**src/rtl/control_sequencer.sv**
```systemverilog
// control_sequencer: SAP-1.5 fetch/decode/execute micro-step controller.
// Latency: control strobes are combinational from step/opcode/flags; step advances every clk edge.
// Backpressure: none, every micro-step lasts exactly one clk cycle.
//
// Ports:
//   clk, reset (async, active-low)     clock and reset
//   opcode [OPCODE_W-1:0]              IR upper nibble, valid from E0 onward
//   flag_carry, flag_zero              registered ALU flags, sampled in E0 of JC/JZ
//   pc_*/mar_load/ram_*/ir_*/a_*/b_load/alu_*/flags_load/out_load  datapath strobes
//   halt                               sequencer parked in HALT
//   step [2:0]                         current step (T0=0 T1=1 E0=2 E1=3 E2=4 HALT=7)
//
// Build option: define COND_JUMP_EN to enable JC/JZ; otherwise opcodes 8/9 run as NOPs.

module control_sequencer #(
    parameter int OPCODE_W = 4
) (
    input  logic                clk,
    input  logic                reset,
    input  logic [OPCODE_W-1:0] opcode,
    input  logic                flag_carry,
    input  logic                flag_zero,
    output logic                pc_inc,
    output logic                pc_oe,
    output logic                pc_load,
    output logic                mar_load,
    output logic                ram_oe,
    output logic                ram_we,
    output logic                ir_load,
    output logic                ir_oe,
    output logic                a_load,
    output logic                a_oe,
    output logic                b_load,
    output logic                alu_oe,
    output logic                alu_sub,
    output logic                flags_load,
    output logic                out_load,
    output logic                halt,
    output logic [2:0]          step
);

    typedef enum logic [2:0] {
        ST_T0   = 3'd0,
        ST_T1   = 3'd1,
        ST_E0   = 3'd2,
        ST_E1   = 3'd3,
        ST_E2   = 3'd4,
        ST_HALT = 3'd7
    } step_e;

    localparam logic [OPCODE_W-1:0] OP_LDA = OPCODE_W'(4'h1);
    localparam logic [OPCODE_W-1:0] OP_LDB = OPCODE_W'(4'h2);
    localparam logic [OPCODE_W-1:0] OP_ADD = OPCODE_W'(4'h3);
    localparam logic [OPCODE_W-1:0] OP_SUB = OPCODE_W'(4'h4);
    localparam logic [OPCODE_W-1:0] OP_STA = OPCODE_W'(4'h5);
    localparam logic [OPCODE_W-1:0] OP_LDI = OPCODE_W'(4'h6);
    localparam logic [OPCODE_W-1:0] OP_JMP = OPCODE_W'(4'h7);
    localparam logic [OPCODE_W-1:0] OP_JC  = OPCODE_W'(4'h8);
    localparam logic [OPCODE_W-1:0] OP_JZ  = OPCODE_W'(4'h9);
    localparam logic [OPCODE_W-1:0] OP_OUT = OPCODE_W'(4'hE);
    localparam logic [OPCODE_W-1:0] OP_HLT = OPCODE_W'(4'hF);

    step_e step_q;
    step_e step_d;

    logic jc_take;
    logic jz_take;

`ifdef COND_JUMP_EN
    assign jc_take = flag_carry;
    assign jz_take = flag_zero;
`else
    // Conditional jumps compiled out: flags have no effect on sequencing.
    logic unused_flags;
    assign unused_flags = flag_carry | flag_zero;
    assign jc_take = 1'b0;
    assign jz_take = 1'b0;
`endif

    // Raw strobes before reset gating.
    logic pc_inc_c, pc_oe_c, pc_load_c, mar_load_c, ram_oe_c, ram_we_c;
    logic ir_load_c, ir_oe_c, a_load_c, a_oe_c, b_load_c, alu_oe_c;
    logic alu_sub_c, flags_load_c, out_load_c, halt_c;

    always_ff @(posedge clk or negedge reset) begin
        if (!reset) begin
            step_q <= ST_T0;
        end else begin
            step_q <= step_d;
        end
    end

    always_comb begin
        step_d       = ST_T0;
        pc_inc_c     = 1'b0;
        pc_oe_c      = 1'b0;
        pc_load_c    = 1'b0;
        mar_load_c   = 1'b0;
        ram_oe_c     = 1'b0;
        ram_we_c     = 1'b0;
        ir_load_c    = 1'b0;
        ir_oe_c      = 1'b0;
        a_load_c     = 1'b0;
        a_oe_c       = 1'b0;
        b_load_c     = 1'b0;
        alu_oe_c     = 1'b0;
        alu_sub_c    = 1'b0;
        flags_load_c = 1'b0;
        out_load_c   = 1'b0;
        halt_c       = 1'b0;

        case (step_q)
            ST_T0: begin
                pc_oe_c    = 1'b1;
                mar_load_c = 1'b1;
                step_d     = ST_T1;
            end
            ST_T1: begin
                ram_oe_c  = 1'b1;
                ir_load_c = 1'b1;
                pc_inc_c  = 1'b1;
                step_d    = ST_E0;
            end
            ST_E0: begin
                case (opcode)
                    OP_LDA, OP_LDB, OP_ADD, OP_SUB, OP_STA: begin
                        ir_oe_c    = 1'b1;
                        mar_load_c = 1'b1;
                        step_d     = ST_E1;
                    end
                    OP_LDI: begin
                        ir_oe_c  = 1'b1;
                        a_load_c = 1'b1;
                    end
                    OP_JMP: begin
                        ir_oe_c   = 1'b1;
                        pc_load_c = 1'b1;
                    end
                    OP_JC: begin
                        ir_oe_c   = jc_take;
                        pc_load_c = jc_take;
                    end
                    OP_JZ: begin
                        ir_oe_c   = jz_take;
                        pc_load_c = jz_take;
                    end
                    OP_OUT: begin
                        a_oe_c     = 1'b1;
                        out_load_c = 1'b1;
                    end
                    OP_HLT: step_d = ST_HALT;
                    default: ;  // NOP and unassigned opcodes idle for one step
                endcase
            end
            ST_E1: begin
                case (opcode)
                    OP_LDA: begin
                        ram_oe_c = 1'b1;
                        a_load_c = 1'b1;
                    end
                    OP_LDB: begin
                        ram_oe_c = 1'b1;
                        b_load_c = 1'b1;
                    end
                    OP_ADD, OP_SUB: begin
                        ram_oe_c = 1'b1;
                        b_load_c = 1'b1;
                        step_d   = ST_E2;
                    end
                    OP_STA: begin
                        a_oe_c   = 1'b1;
                        ram_we_c = 1'b1;
                    end
                    default: ;
                endcase
            end
            ST_E2: begin
                if (opcode == OP_ADD || opcode == OP_SUB) begin
                    alu_oe_c     = 1'b1;
                    a_load_c     = 1'b1;
                    flags_load_c = 1'b1;
                    alu_sub_c    = (opcode == OP_SUB);
                end
            end
            ST_HALT: begin
                halt_c = 1'b1;
                step_d = ST_HALT;
            end
            default: step_d = ST_T0;  // unused codes 5/6 fall back to fetch
        endcase
    end

    // While reset is held the step register already reads T0, but T0 would
    // drive pc_oe/mar_load, so every output is explicitly masked.
    assign pc_inc     = pc_inc_c     & reset;
    assign pc_oe      = pc_oe_c      & reset;
    assign pc_load    = pc_load_c    & reset;
    assign mar_load   = mar_load_c   & reset;
    assign ram_oe     = ram_oe_c     & reset;
    assign ram_we     = ram_we_c     & reset;
    assign ir_load    = ir_load_c    & reset;
    assign ir_oe      = ir_oe_c      & reset;
    assign a_load     = a_load_c     & reset;
    assign a_oe       = a_oe_c       & reset;
    assign b_load     = b_load_c     & reset;
    assign alu_oe     = alu_oe_c     & reset;
    assign alu_sub    = alu_sub_c    & reset;
    assign flags_load = flags_load_c & reset;
    assign out_load   = out_load_c   & reset;
    assign halt       = halt_c       & reset;
    assign step       = step_q;

endmodule

```
**config.mk**
```make
export PLATFORM = sky130hd
export DESIGN_NAME = control_sequencer
export DESIGN_NICKNAME = d
export VERILOG_FILES = /design/src/rtl/control_sequencer.sv
export SDC_FILE = /design/constraint.sdc
export NUM_CORES = 1
export LEC_CHECK = 0
export CAP_MARGIN = 20
export CORE_AREA = 3 3 48 50
export CTS_BUF_LIST = sky130_fd_sc_hd__clkbuf_4 sky130_fd_sc_hd__clkbuf_8
export DETAILED_ROUTE_END_ITERATION = 10
export DIE_AREA = 0 0 51 53
export REMOVE_ABC_BUFFERS = 1
export SYNTH_ARGS = -nofsm -noshare
export SYNTH_HDL_FRONTEND = slang
export SYNTH_SLANG_ARGS = --single-unit
```
**constraint.sdc**
```tcl
create_clock -name clk -period 1.75 [get_ports clk]
set_input_delay 0.35 -clock clk [delete_from_list [all_inputs] [get_ports clk]]
set_output_delay 0.35 -clock clk [all_outputs]
set_load 0.01 [all_outputs]
```
---- After elaboration in Yosys (flattened, before gate mapping) ----
Cells that the tools add are included.
W data, S select, Z words.
word-level totals
  register bits after elaboration ......... 3
  word-level logic and storage cells ...... 64
  bits of input ports ..................... 8
  output and inout port bits .............. 19
operators by class
  mux-type cells .......................... 28
  reductions and logical operators ........ 7
  eq/ne operators ......................... 14
  bitwise logic cells ..................... 14
operators by type and width
  cell                  number
  $mux W1               21
  $eq A4 B3 Y1 const B  4
  $pmux W3 S5           1
  $and A1 B1 Y1         14
  $eq A4 B2 Y1 const B  2
  $eq A4 B4 Y1 const B  2
  $reduce_or A7 Y1      1
  $eq A3 B2 Y1 const B  2
  $eq A3 B3 Y1 const B  2
  $pmux W1 S2           3
  $pmux W3 S2           1
  $reduce_or A5 Y1      1
  $eq A4 B1 Y1 const B  1
  $reduce_or A4 Y1      1
  $eq A3 B1 Y1 const B  1
  $logic_not A3 Y1      1
  $mux W3               1
  $pmux W1 S3           1
  $reduce_or A3 Y1      1
  $reduce_or A2 Y1      1
  $logic_or A1 B1 Y1    1

---- Depth between registers and ports, before layout ----
  depth after elaboration ................. 5
  depth in mapped cells ................... 6
  depth with buffers taken out ............ 4

---- Worst setup path before layout ----
No wires, ideal clock.
  path kind ............................... reg-to-output
  from .................................... register step_q[2] (netlist: step[2])
  to ...................................... output port flags_load
  slack ................................... -61 ps
  data required time ...................... 1400 ps
  cell stages (with the launch flop) ...... 7
  arrival ................................. 1461 ps
  buffers on the path ..................... 2
  path through ............................ dfrtp_1 -> buf_2 -> nand3b_1 -> a21oi_1 -> a22oi_1 -> nor3_1 -> buf_4
on the way
  word-level cells in the longest chain between the ends .. 3
ends and longest elaborated chain
  element                 RTL line  text
  start, declared         63        step_e step_q;
  start signal, assigned  89        step_q <= step_d;
  $eq A3 B3 Y1            --
  $mux W1                 --
  $and A1 B1 Y1           --
  end, declared           36        output logic flags_load,
Every way passes these cells.

---- Worst setup path in the final report ----
  from .................................... register step_q[2] (netlist: step[2])
  to ...................................... output port a_oe
on the way
  word-level cells in the longest chain between the ends .. 3
  elaborated cells on any way between the ends .. 4
  those cells by class .................... eq/ne (2); mux (1); bitwise (1)
ends and longest elaborated chain
  element            RTL line  text
  $eq A3 B2 Y1       112       case (step_q)
  $pmux W1 S2 (*)    112
  $and A1 B1 Y1 (*)  204       assign a_oe = a_oe_c & reset;
  end, declared      32        output logic a_oe,
Mark *: on every way between the ends. The rest lies on a longest branch, timed or not.

==> qor.txt <==
Hold Path Class: in2async
Worst setup margin: -0.213 ns
Fin. Hold Viols: 0
Worst-path clk slew: 0.04 ns
Remaining global-route overflow: 0
Reg2Reg Depth: 6
Starting Density: 26.4%
Post-synth EDFFs: 0
Power per cell area: 984 nW/um^2
NumNets Final: 138
Final HPWL DP: 1.51 mm
Multi-input logic area: 484 sq um
Core area: 1940 sq um
WL final: 2.40 mm
Fin util: 57.3%
CP max stage cell: dfrtp_1
MaxCap Viol Count: 0
FF+latch count, synth: 3
Worst skew pair latency: 0.23 ns
Drt first pass iters: 4
CP Launch Type: flop
Vias in the first global route: 772
Synth top area share: 14.7%
Tot GR Track Use: 17.9%
CTS Hold Bufs: 0
Via density: 5.04
Total power draw: 1.09 mW
Crit-path leading delay family: buffers and inverters
First-pass GRT wire length: 3.64 mm
Hold_ws: 0.284 ns
Die Width: 51 um
CP bufs+invs: 3
Total CTS buffers: 3
Top_reg_cell synth: dfrtp_1
Worst R2R Setup Slack: 0.56 ns
Starting DRC count in detailed routing: 16
Fillers: 176
Diodes inserted: 0
GPL Wtd Cong: 0.874
Area Growth Syn to Fin: 117%
Status: finished with violations
Sequential area share after synthesis: 14.7%
FF-to-FF Start: step[2]$_DFF_PN0_
H-tree Lvls: 1
Setup crit end kind: output port
Row cnt: 16
Slew Viols, Final: 0
Die Area: 2700 sq um
Main area contributors after synthesis: dfrtp_1 15%, nor2_1 6.6%, buf_4 5.9%
Port Buf Inserts: 24
Maximum clock frequency: 509 MHz
RR Endpoint: step[2]$_DFF_PN0_
Crit path max fanout: 5
Rel. slew slack: 81.8%
Setup TNS: -0.913 ns
Number of antenna violations at the first check in global routing: 0
Largest net degree at the start of global routing: 10
Wirelength per Cell: 15.4 um
Largest register FFs: 3
Biggest area consumer among synthesized cells: dfrtp_1
Clock Skews: 0.000326 ns
Critical path's largest stage delay: 0.40 ns
Crit path cell chain: buf_6 -> nor2_4 -> nand4_1 -> buf_4 -> nor3b_2 -> o21a_1 -> buf_2
Root buf cell: clkbuf_4
Violated checks: negative setup slack
Worst Max-Slew Pin Slew: 0.265 ns
Period minus WS final: 1.96 ns
Mapped Cells: 73
Top cells by count, synth: 9 x nor2_1, 5 x nor3_1, 4 x buf_4
Die H: 53 um
Reg area: 77.6 sq um
Max clock buf depth: 2
Vias: 786
Syn_area_per_cell: 7.01 sq um
Arrival @ worst endpoint: 1.61 ns
Total I/O pin count: 27
Clock Sinks: 3
Critical Path RT: 1.40 ns
Share of flip-flops with an asynchronous set or reset: 100%
Share of layout cells above drive strength 1: 65.1%
Critical Path Source: step[2]$_DFF_PN0_
Leak: 0.507 nW
Final setup viols: 8
Final ANT Viol Nets: 0
Most frequent cell after synthesis: nor2_1
CTS tree: built
Worst IR Drop VDD: 855 uV
Crit Path Class: reg2out
Synth Cell Area: 512 sq um
Setup repair after global routing missed its margin: yes
Remaining DRCs: 0
Tcrit/Tclk final: 112%
Yosys warns: 0
Post-synth cell types: 39
-- kinds of logic (layout without fill, tap and decap cells) --
kind of cell,Yosys count,after routing,synth area share (%)
buffers and inverters,10,66,11.2
flip-flops,3,3,14.7
AND/OR/NAND/NOR,42,42,48.4
multiplexers,1,1,1.96
AO/OA/AOI/OAI,17,17,23.7
-- worst reg2reg max path, delay by kind of cell (launching register included) --
family                 cells  cell delay (ns)
AOI/OAI and AO/OA          2             0.27
buffers and inverters      2             0.27
and+or+nand+nor            2             0.17
DFF                        1             0.40
-- placed cells by master (no fill, tap or decap), drive strengths merged, types with 3 or more instances in the layout --
cell type      instances
buf                   51
o21a                   3
clkbuf                 6
nor2                  10
nand2                  4
nor3                   6
dfrtp                  3
nor3b                  4
nand2b                 4
clkdlybuf4s15          4
-- metrics by stage --
step	cell area [sq um]	worst slack, ns	instances
finish	1110	-0.213	156
global route	1110	-0.269	156
CTS	1080	-0.162	156
detailed placement	950	-0.781	144
global placement	950	-0.723	144
floorplan	458	-0.0556	64
-- metal layers --
metal	share of wire (%)	GRT usage (%)	vias to the layer above
li1	-	-	378
met1	41	19.8	372
met2	52	34.1	32
met3	5.5	4.51	4
met4	1.9	4.04	0
met5	0	0	-
-- worst max-delay path by stage --
stage,to,slack (ns),cells after the start
final,a_oe,-0.21,7
after global routing,alu_oe,-0.27,6
after CTS,a_oe,-0.16,5
after detailed placement,a_oe,-0.78,6
after global placement,a_oe,-0.72,6
after floorplan,alu_oe,-0.06,4
-- final cells by class --
class                   instances  area share, %
inverters                       1          0.337
clock buffers                   4           2.70
multi-input cells              60           43.5
flip-flops and latches          3           6.97
repair buffers                 61           43.4
well taps                      27           3.04
-- what timing repair did --
item / in CTS / in global routing
buffers inserted: 8 / 3
pin swaps: 14 / 10
setup endpoints to repair: 17 / 17
gates resized for setup: 90 / 22
-- report_power, final --
| group | internal (mW) | switching [mW] |
|---|---|---|
| sequential | 0.0998 | 0.0549 |
| combinational | 0.461 | 0.342 |
| clock | 0.101 | 0.0359 |
| total | 0.662 | 0.433 |
Note: power is estimated with default switching activity, not from simulation.
